### config.mk
export PLATFORM = sky130hd
export DESIGN_NAME = id_ex_pipe_reg
export DESIGN_NICKNAME = d
export VERILOG_FILES = /design/src/rtl/id_ex_pipe_reg.sv
export SDC_FILE = /design/constraint.sdc
export NUM_CORES = 1
export LEC_CHECK = 0
export CORE_MARGIN = 1.5
export CORE_UTILIZATION = 38
export CTS_CLUSTER_SIZE = 14
export DETAILED_ROUTE_END_ITERATION = 8
export PLACE_DENSITY = 0.86
export SLEW_MARGIN = 10
export SYNTH_ARGS = -nofsm -noshare
export SYNTH_HDL_FRONTEND = slang
export SYNTH_SLANG_ARGS = --single-unit
### constraint.sdc
create_clock -name clk_i -period 2.6 [get_ports clk_i]
set_input_delay 0.65 -clock clk_i [delete_from_list [all_inputs] [get_ports clk_i]]
set_output_delay 0.65 -clock clk_i [all_outputs]
set_load 0.005 [all_outputs]
### src/rtl/id_ex_pipe_reg.sv
// ID/EX pipeline register with load-use hazard detection, bubble insertion and
// a saturating bubble counter for performance debug.
module id_ex_pipe_reg #(
  parameter int DATA_W = 32,
  parameter int REG_AW = 5,
  parameter int CNT_W  = 16
) (
  input  logic              clk_i,
  input  logic              rst_i,
  input  logic              hold_i,
  input  logic              flush_i,
  input  logic [8:0]        id_ctrl_i,
  input  logic [DATA_W-1:0] id_rs_data_i,
  input  logic [DATA_W-1:0] id_rt_data_i,
  input  logic [DATA_W-1:0] id_imm_i,
  input  logic [REG_AW-1:0] id_rs_i,
  input  logic [REG_AW-1:0] id_rt_i,
  input  logic [REG_AW-1:0] id_rd_i,
  output logic [8:0]        ex_ctrl_o,
  output logic [DATA_W-1:0] ex_rs_data_o,
  output logic [DATA_W-1:0] ex_rt_data_o,
  output logic [DATA_W-1:0] ex_imm_o,
  output logic [REG_AW-1:0] ex_rs_o,
  output logic [REG_AW-1:0] ex_rt_o,
  output logic [REG_AW-1:0] ex_rd_o,
  output logic              ex_valid_o,
  output logic              stall_o,
  output logic [CNT_W-1:0]  bubble_cnt_o
);

  // Control packing: {RegWrite,MemToReg,MemRead,MemWrite,ALUSrc,ALUOp[1:0],RegDst,Branch}
  localparam int MEMREAD_BIT = 6;

  logic [8:0]        ctrl_q,    ctrl_d;
  logic [DATA_W-1:0] rs_data_q, rs_data_d;
  logic [DATA_W-1:0] rt_data_q, rt_data_d;
  logic [DATA_W-1:0] imm_q,     imm_d;
  logic [REG_AW-1:0] rs_q,      rs_d;
  logic [REG_AW-1:0] rt_q,      rt_d;
  logic [REG_AW-1:0] rd_q,      rd_d;
  logic              valid_q,   valid_d;
  logic [CNT_W-1:0]  cnt_q,     cnt_d;
  logic              luh;

  always_comb begin
    luh = valid_q && ctrl_q[MEMREAD_BIT] && (rt_q != '0)
          && ((rt_q == id_rs_i) || (rt_q == id_rt_i));
    stall_o = luh && !flush_i;
  end

  always_comb begin
    ctrl_d    = ctrl_q;
    rs_data_d = rs_data_q;
    rt_data_d = rt_data_q;
    imm_d     = imm_q;
    rs_d      = rs_q;
    rt_d      = rt_q;
    rd_d      = rd_q;
    valid_d   = valid_q;
    cnt_d     = cnt_q;
    if (hold_i) begin
      // freeze everything, including the counter
    end else if (flush_i || luh) begin
      ctrl_d    = '0;
      rs_data_d = '0;
      rt_data_d = '0;
      imm_d     = '0;
      rs_d      = '0;
      rt_d      = '0;
      rd_d      = '0;
      valid_d   = 1'b0;
      // a flush bubble is not a load-use bubble, so only luh alone counts
      if (!flush_i && (cnt_q != '1)) begin
        cnt_d = cnt_q + 1'b1;
      end
    end else begin
      ctrl_d    = id_ctrl_i;
      rs_data_d = id_rs_data_i;
      rt_data_d = id_rt_data_i;
      imm_d     = id_imm_i;
      rs_d      = id_rs_i;
      rt_d      = id_rt_i;
      rd_d      = id_rd_i;
      valid_d   = 1'b1;
    end
  end

  always_ff @(posedge clk_i) begin
    if (!rst_i) begin
      ctrl_q    <= '0;
      rs_data_q <= '0;
      rt_data_q <= '0;
      imm_q     <= '0;
      rs_q      <= '0;
      rt_q      <= '0;
      rd_q      <= '0;
      valid_q   <= 1'b0;
      cnt_q     <= '0;
    end else begin
      ctrl_q    <= ctrl_d;
      rs_data_q <= rs_data_d;
      rt_data_q <= rt_data_d;
      imm_q     <= imm_d;
      rs_q      <= rs_d;
      rt_q      <= rt_d;
      rd_q      <= rd_d;
      valid_q   <= valid_d;
      cnt_q     <= cnt_d;
    end
  end

  assign ex_ctrl_o    = ctrl_q;
  assign ex_rs_data_o = rs_data_q;
  assign ex_rt_data_o = rt_data_q;
  assign ex_imm_o     = imm_q;
  assign ex_rs_o      = rs_q;
  assign ex_rt_o      = rt_q;
  assign ex_rd_o      = rd_q;
  assign ex_valid_o   = valid_q;
  assign bubble_cnt_o = cnt_q;

endmodule

==> results of run 1 <==
area by class of cell:
class	count	area, sq um
Clock buffer	19	443
Clock inverter	13	200
Fill cell	879	3890
Inverter	3	11.3
Multi-Input combinational cell	228	1790
Sequential cell	137	2740
Tap cell	168	210
Timing Repair Buffer	278	2780
cell families after synthesis:
family	count (synthesis)
AO/OA/AOI/OAI	151
flip-flops	137
AND/OR/NAND/NOR	61
buffers and inverters	36
XOR/XNOR	10
multiplexers	5
adder cells (fa/ha/maj)	1
synthesized netlist by cell type (4+ instances only):
cell type and instances:
mux2i_1 5, xnor2_1 10, a22o_1 120, buf_6 9, clkbuf_1 18, a21oi_1 8
nand2b_1 6, nand3_1 7, o31ai_1 8, dfxtp_1 137, nor3_1 4, buf_2 4
nand4_1 5, nand2_1 15, or4_1 7
worst max-delay path: stages, from the launching register on:
cell	delay (ns)
dfxtp_1	0.39
or4_4	0.57
o211ai_1	0.32
nor3_2	0.06
buf_2	0.13
cells in the final DEF (no fill, tap or decap), types with 2 or more instances in the layout:
| cell type | instances |
|---|---|
| nand4_1 | 5 |
| dlygate4sd2_1 | 8 |
| clkdlybuf4s50_1 | 250 |
| xnor2_1 | 10 |
| buf_4 | 13 |
| dfxtp_1 | 137 |
| clkinv_2 | 5 |
| or4_1 | 7 |
| mux2i_1 | 5 |
| and3_1 | 3 |
| or3_1 | 2 |
| nor3_1 | 3 |
| buf_12 | 4 |
| dlymetal6s2s_1 | 2 |
| nand3_1 | 7 |
| o211ai_1 | 2 |
| nor4_1 | 2 |
| o31ai_1 | 8 |
| clkinv_4 | 2 |
| bufinv_16 | 5 |
| a21oi_1 | 8 |
| nand2_1 | 15 |
| a22o_1 | 120 |
| and4_1 | 2 |
| inv_1 | 3 |
| clkbuf_16 | 17 |
| o21ai_1 | 2 |
| nor2_1 | 3 |
| and2_1 | 2 |
| nand2b_1 | 6 |
metrics by stage:
step                      area [sq um]  TNS, ns  hold WS, ns   util  instances
after global placement            7530   -0.720        0.455  0.624        813
final                             8180        0        0.470  0.678        846
after floorplan                   4730        0        0.466      -        401
after global routing              8180        0        0.485  0.678        846
after CTS                         8170        0        0.473  0.677        846
after detailed placement          7530    -1.53        0.455  0.624        813
path summary, 6_finish.rpt:
kind | endpoint | cells after the start
min reg2reg | ex_rt_data_o[7] | 1
max | stall_o | 4
min | ex_rt_data_o[7] | 1
max reg2reg | bubble_cnt_o[3] | 7
flip-flops by register name, summed over array words and instances (netlist names):
register / cells
ex_rd_o: 5
ex_ctrl_o: 9
ex_rt_o: 5
ex_imm_o: 32
ex_valid_o: 1
ex_rt_data_o: 32
ex_rs_o: 5
ex_rs_data_o: 32
bubble_cnt_o: 16
per-layer routing:
| layer | routed length, um | GRT usage | part of all wire | vias to the layer above |
|---|---|---|---|---|
| met5 | 0 | 0 | 0 | - |
| met4 | 272 | 0.0925 | 0.018 | 0 |
| met3 | 1260 | 0.0757 | 0.083 | 24 |
| met2 | 7530 | 0.376 | 0.50 | 229 |
| met1 | 6070 | 0.261 | 0.40 | 2125 |
| li1 | - | - | - | 2074 |
power by group through the flow:
stage	combinational, mW	clock (mW)	sequential (mW)
after global routing	0.575	2.77	2.23
after CTS	0.547	2.66	2.22
after detailed placement	0.545	0	2.27
after floorplan	0.153	0	2.27
after global placement	0.532	0	2.26
final	0.544	2.61	2.22
timing repair:
item                       4_1_cts  5_1_grt
gates resized for setup         13        2
setup endpoints to repair        1        1
hold buffers                     0        0
pin swaps                        5        2
hold endpoints to repair         0        0
buffers inserted                 1        0
==> qor.yml, run 1 <==
p_leak_nw: 3.10
power.share.clock: 0.485
vias: 4452
synth.largest_area_cell: "dfxtp_1"
dr.pass1.iters: 5
initial_core_util: 0.392
synth_flop_cell: "dfxtp_1"
clockBufferDepth: 2
critical_path_class: "reg2out"
p_total_mw: 5.37
syn_nets: 526
p_int_mw: 4.26
path_max_fanout: 5
fin_crit_ns: 2.54
synth-adder-area-share: 0.00264
p_sw_mw: 1.11
vias_per_cell: 5.26
io-pin-count: 262
grt_remaining_overflow: 0
vdd_ir_drop_max_mv: 0.350
clkSlewWorstSetupHoldPaths_ns: 0.06
coreArea_sq_um: 12100
syn_area_sq_um: 4730
min_path_type: "reg2reg"
htreeDepth: 4
final_antenna_net_count: 0
synth.ff_latch_count: 137
drcViolationCount: 0
place_ws_ns: -0.471
cts.root.buffer_cell: "clkbuf_16"
r2r-start: "bubble_cnt_o[0]"
numCtsBuffers: 17
regToRegSetupSlack_ns: 0.41
synth_compound_area_frac: 0.270
die_width_um: 115
yosys-mux-area-fraction: 0.0106
startpoint_type: "register"
critPathArrivalTime_ns: 1.89
die_h_um: 115
cts_tree: "built"
post_synth_main_area_contributors: "dfxtp_1, a22o_1, buf_6"
wl_mm: 15.1
synth-xor-area-share: 0.0185
portBuffers: 261
worstMarginPinSlew_ns: 0.670
outcome: "finished, final reports clean"
yosys_warnings: 0
drv_cap: 0
grt_max_degree: 78
clk_latency_ns: 0.41
ys_seq_area_frac: 0.580
drt-wirelength-per-cell_um: 17.9
synthCells: 401
startpoint: "ex_rt_o[1]"
power_density_nw_per_um2: 657
setup_ws_ns: 0.0639
fin_skew_ns: 0.00868
finalCritPeriodShare: 0.975
die_area_sq_um: 13100
finalHoldViolations: 0
swShare: 0.207
maxSlewViolCount: 0
drive_above_1_share: 0.0811
diodes: 0
area_growth_pct: 72.8
pwr-share-seq: 0.414
grt_antenna_before_repair: 0
num-nets-final: 790
first_iter_violations: 289
comb_power_share: 0.101
synth.distinct_cells: 39
gp_congestion: 0.845
yosysTopAreaCellShare: 0.580
cts_sinks: 137
hold_start: "ex_rt_data_o[7]"
grt_pass1_wl_mm: 22.8
synthSimpleGateAreaFrac: 0.0730
async_flop_share: 0
synth_edf_count: 0
grt_use_total: 0.223
syn_area_per_cell_sq_um: 11.8
slew_headroom: 0.552
fmax_mhz: 394
setup-violations-final: 0
rows: 40
synth_top_family_by_area: "compound AO/OA/AOI/OAI gates"
cp.required_ns: 1.95
grt_pass1_vias: 4408
rsz0062_at_grt: "no"
dp_hpwl_mm: 10.7
end_kind: "output pin"
Note: power is estimated with default switching activity, not from simulation.
==> run 2, diff against run 1 <==
--- a/config.mk
+++ b/config.mk
@@ -9,6 +9,7 @@
 export CORE_UTILIZATION = 38
 export CTS_CLUSTER_SIZE = 14
 export DETAILED_ROUTE_END_ITERATION = 8
+export HOLD_SLACK_MARGIN = 0.12
 export PLACE_DENSITY = 0.86
 export SLEW_MARGIN = 10
 export SYNTH_ARGS = -nofsm -noshare
==> results of run 2 <==
No change in the layout: final DEF, timing and power equal those of run 1.
==> run 3, diff against run 2 <==
--- a/config.mk
+++ b/config.mk
@@ -5,12 +5,13 @@
 export SDC_FILE = /design/constraint.sdc
 export NUM_CORES = 1
 export LEC_CHECK = 0
+export ABC_AREA = 1
 export CORE_MARGIN = 1.5
-export CORE_UTILIZATION = 38
+export CORE_UTILIZATION = 40
 export CTS_CLUSTER_SIZE = 14
 export DETAILED_ROUTE_END_ITERATION = 8
 export HOLD_SLACK_MARGIN = 0.12
-export PLACE_DENSITY = 0.86
+export PLACE_DENSITY = 0.87
 export SLEW_MARGIN = 10
 export SYNTH_ARGS = -nofsm -noshare
 export SYNTH_HDL_FRONTEND = slang
==> run 3 against run 2 <==
Hold slack lost 0.0081 ns; non-clock buffer count shrank 2; die area grew 5.6%; routed wire length grew 8.5%; clock power shrank 16%; cell area grew 4.7%; combinational power grew 6.8%; final cell count grew 37%; setup slack gained 0.031 ns; highest routed layer unchanged.
==> qor.yml, run 3 <==
cp.required_ns: 1.95
fin_crit_ns: 2.50
regArea_sq_um: 2740
power_density_nw_per_um2: 580
synth.ff_latch_count: 137
cts_sinks: 137
path_max_fanout: 2
first_iter_violations: 374
min_path_type: "reg2reg"
synth.most_common_cell: "nand2_1"
cts.root.buffer_cell: "clkbuf_16"
fin_skew_ns: 0.00579
cts_tree: "built"
finalHoldViolations: 0
grt_pass1_vias: 5332
synth_edf_count: 0
yosys-mux-area-fraction: 0
synth_flop_cell: "dfxtp_1"
fmax_mhz: 399
grt_pass1_wl_mm: 26.0
clkSlewWorstSetupHoldPaths_ns: 0.05
power.share.clock: 0.438
grt_max_degree: 86
synth_compound_area_frac: 0.130
final_common_cell: "nand2_1"
end_kind: "output pin"
p_sw_mw: 1.15
rsz0062_at_grt: "no"
vias_per_cell: 4.81
final_cell_area_sq_um: 8560
drv_cap: 0
yosys_warnings: 0
synth-xor-area-share: 0.00499
p_leak_nw: 3.25
synth-adder-area-share: 0.00238
async_flop_share: 0
synth_top_family_by_area: "simple AND/OR/NAND/NOR gates"
synth.largest_area_cell: "dfxtp_1"
htreeDepth: 4
coreArea_sq_um: 12700
tns_ns: 0
placed_cell_area_sq_um: 8000
hold_start: "ex_rs_data_o[16]"
cts_hold_buffers: 0
gp_congestion: 0.882
holdWs_ns: 0.462
yosys-top-cells-count: "nand2_1, dfxtp_1, a21oi_1, nor2_1, inv_1"
r2r_cells: 11
outcome: "finished, final reports clean"
post_synth_main_area_contributors: "dfxtp_1, nand2_1, a21oi_1"
swShare: 0.232
initial_core_util: 0.414
die_h_um: 118
syn_area_per_cell_sq_um: 7.29
maxSlewViolCount: 0
dp.cells: 1127
critical_path_class: "in2out"
dr.pass1.iters: 5
dp_hpwl_mm: 11.4
multi_input_area_sq_um: 2160
die_area_sq_um: 13900
holdPathStages: 2
clockBufferDepth: 2
synthCells: 722
yosysTopAreaCellShare: 0.521
n_fill_cell: 1047
numCtsBuffers: 17
drt-wirelength-per-cell_um: 14.2
startpoint_type: "primary input"
synthSimpleGateAreaFrac: 0.271
p_int_mw: 3.82
layout_common_cells: "nand2_1, clkdlybuf4s50_1, dfxtp_1"
synth.distinct_cells: 20
drive_above_1_share: 0.0548
comb_power_share: 0.117
die_width_um: 118
grt_use_total: 0.235
finalNonFillerCells: 1157
startpoint: "id_rs_i[4]"
area_growth_pct: 62.6
syn_area_sq_um: 5270
portBuffers: 261
rows: 41
ys_seq_area_frac: 0.521
finalCritPeriodShare: 0.963
syn_nets: 847
grt_remaining_overflow: 0
final_antenna_net_count: 0
grt_antenna_before_repair: 0
slew_headroom: 0.569
diodes: 0
worstMarginPinSlew_ns: 0.646
drcViolationCount: 0
setup-violations-final: 0
clk_latency_ns: 0.41
vias: 5570
vdd_ir_drop_max_mv: 0.395
r2r-start: "bubble_cnt_o[0]"
num-nets-final: 1099
critPathArrivalTime_ns: 1.85
pwr-share-seq: 0.445
io-pin-count: 262
place_ws_ns: -0.309
wl_mm: 16.4
setup_ws_ns: 0.0953
[run 3: cell families (layout without fill, tap and decap cells)]
group,after synthesis,count (layout)
compound gates,137,137
xor+xnor,3,3
fa+ha+maj,1,1
buf+inv,77,340
flops,137,137
simple gates,367,367
[run 3: worst paths after layout]
path         slack [ns]                to
min reg2reg        0.46  ex_rs_data_o[16]
max reg2reg        0.59   bubble_cnt_o[5]
min                0.46  ex_rs_data_o[16]
max                 0.1           stall_o
[run 3: critical path, cell delays in order]
cell and delay, ns:
clkdlybuf4s50_1 0.54, xnor2_1 0.15, nand3_1 0.11, nand2_2 0.08
nand3_2 0.07, inv_1 0.06, clkdlybuf4s15_1 0.20
[run 3: power by group through the flow]
stage / Sequential [mW] / Clock (mW) / Combinational, mW
after CTS: 2.21 / 2.22 / 0.584
after floorplan: 2.26 / 0 / 0.193
final: 2.21 / 2.18 / 0.581
after detailed placement: 2.26 / 0 / 0.579
after global routing: 2.22 / 2.31 / 0.631
after global placement: 2.25 / 0 / 0.573
[run 3: metal layers]
layer	vias up	track usage	wire, um	part of all wire
li1	2790	-	-	-
met1	2533	0.245	6330	0.39
met2	219	0.408	8160	0.50
met3	28	0.111	1630	0.099
met4	0	0.0938	315	0.019
met5	-	0	0	0
[run 3: repair_timing]
item / 4_1_cts / 5_1_grt
setup buffers: 0 / 0
setup endpoints to repair: 1 / 1
resized for setup: 4 / 9
pin swaps: 2 / 2
endpoints found under the hold margin: 0 / 0
[run 3: layout make-up]
type,count,share of cell area
Clock buffer,18,0.0501
Clock inverter,12,0.0123
Inverter,34,0.0152
Multi-Input combinational cell,508,0.253
Sequential cell,137,0.320
Tap cell,172,0.0251
Timing Repair Buffer,276,0.324
[run 3: stage by stage]
step           utilization  power (mW)
2_1_floorplan            -        2.45
3_3_place_gp         0.629        2.83
3_5_place_dp         0.629        2.84
4_1_cts              0.671        5.02
5_1_grt              0.673        5.17
6_report             0.673        4.97
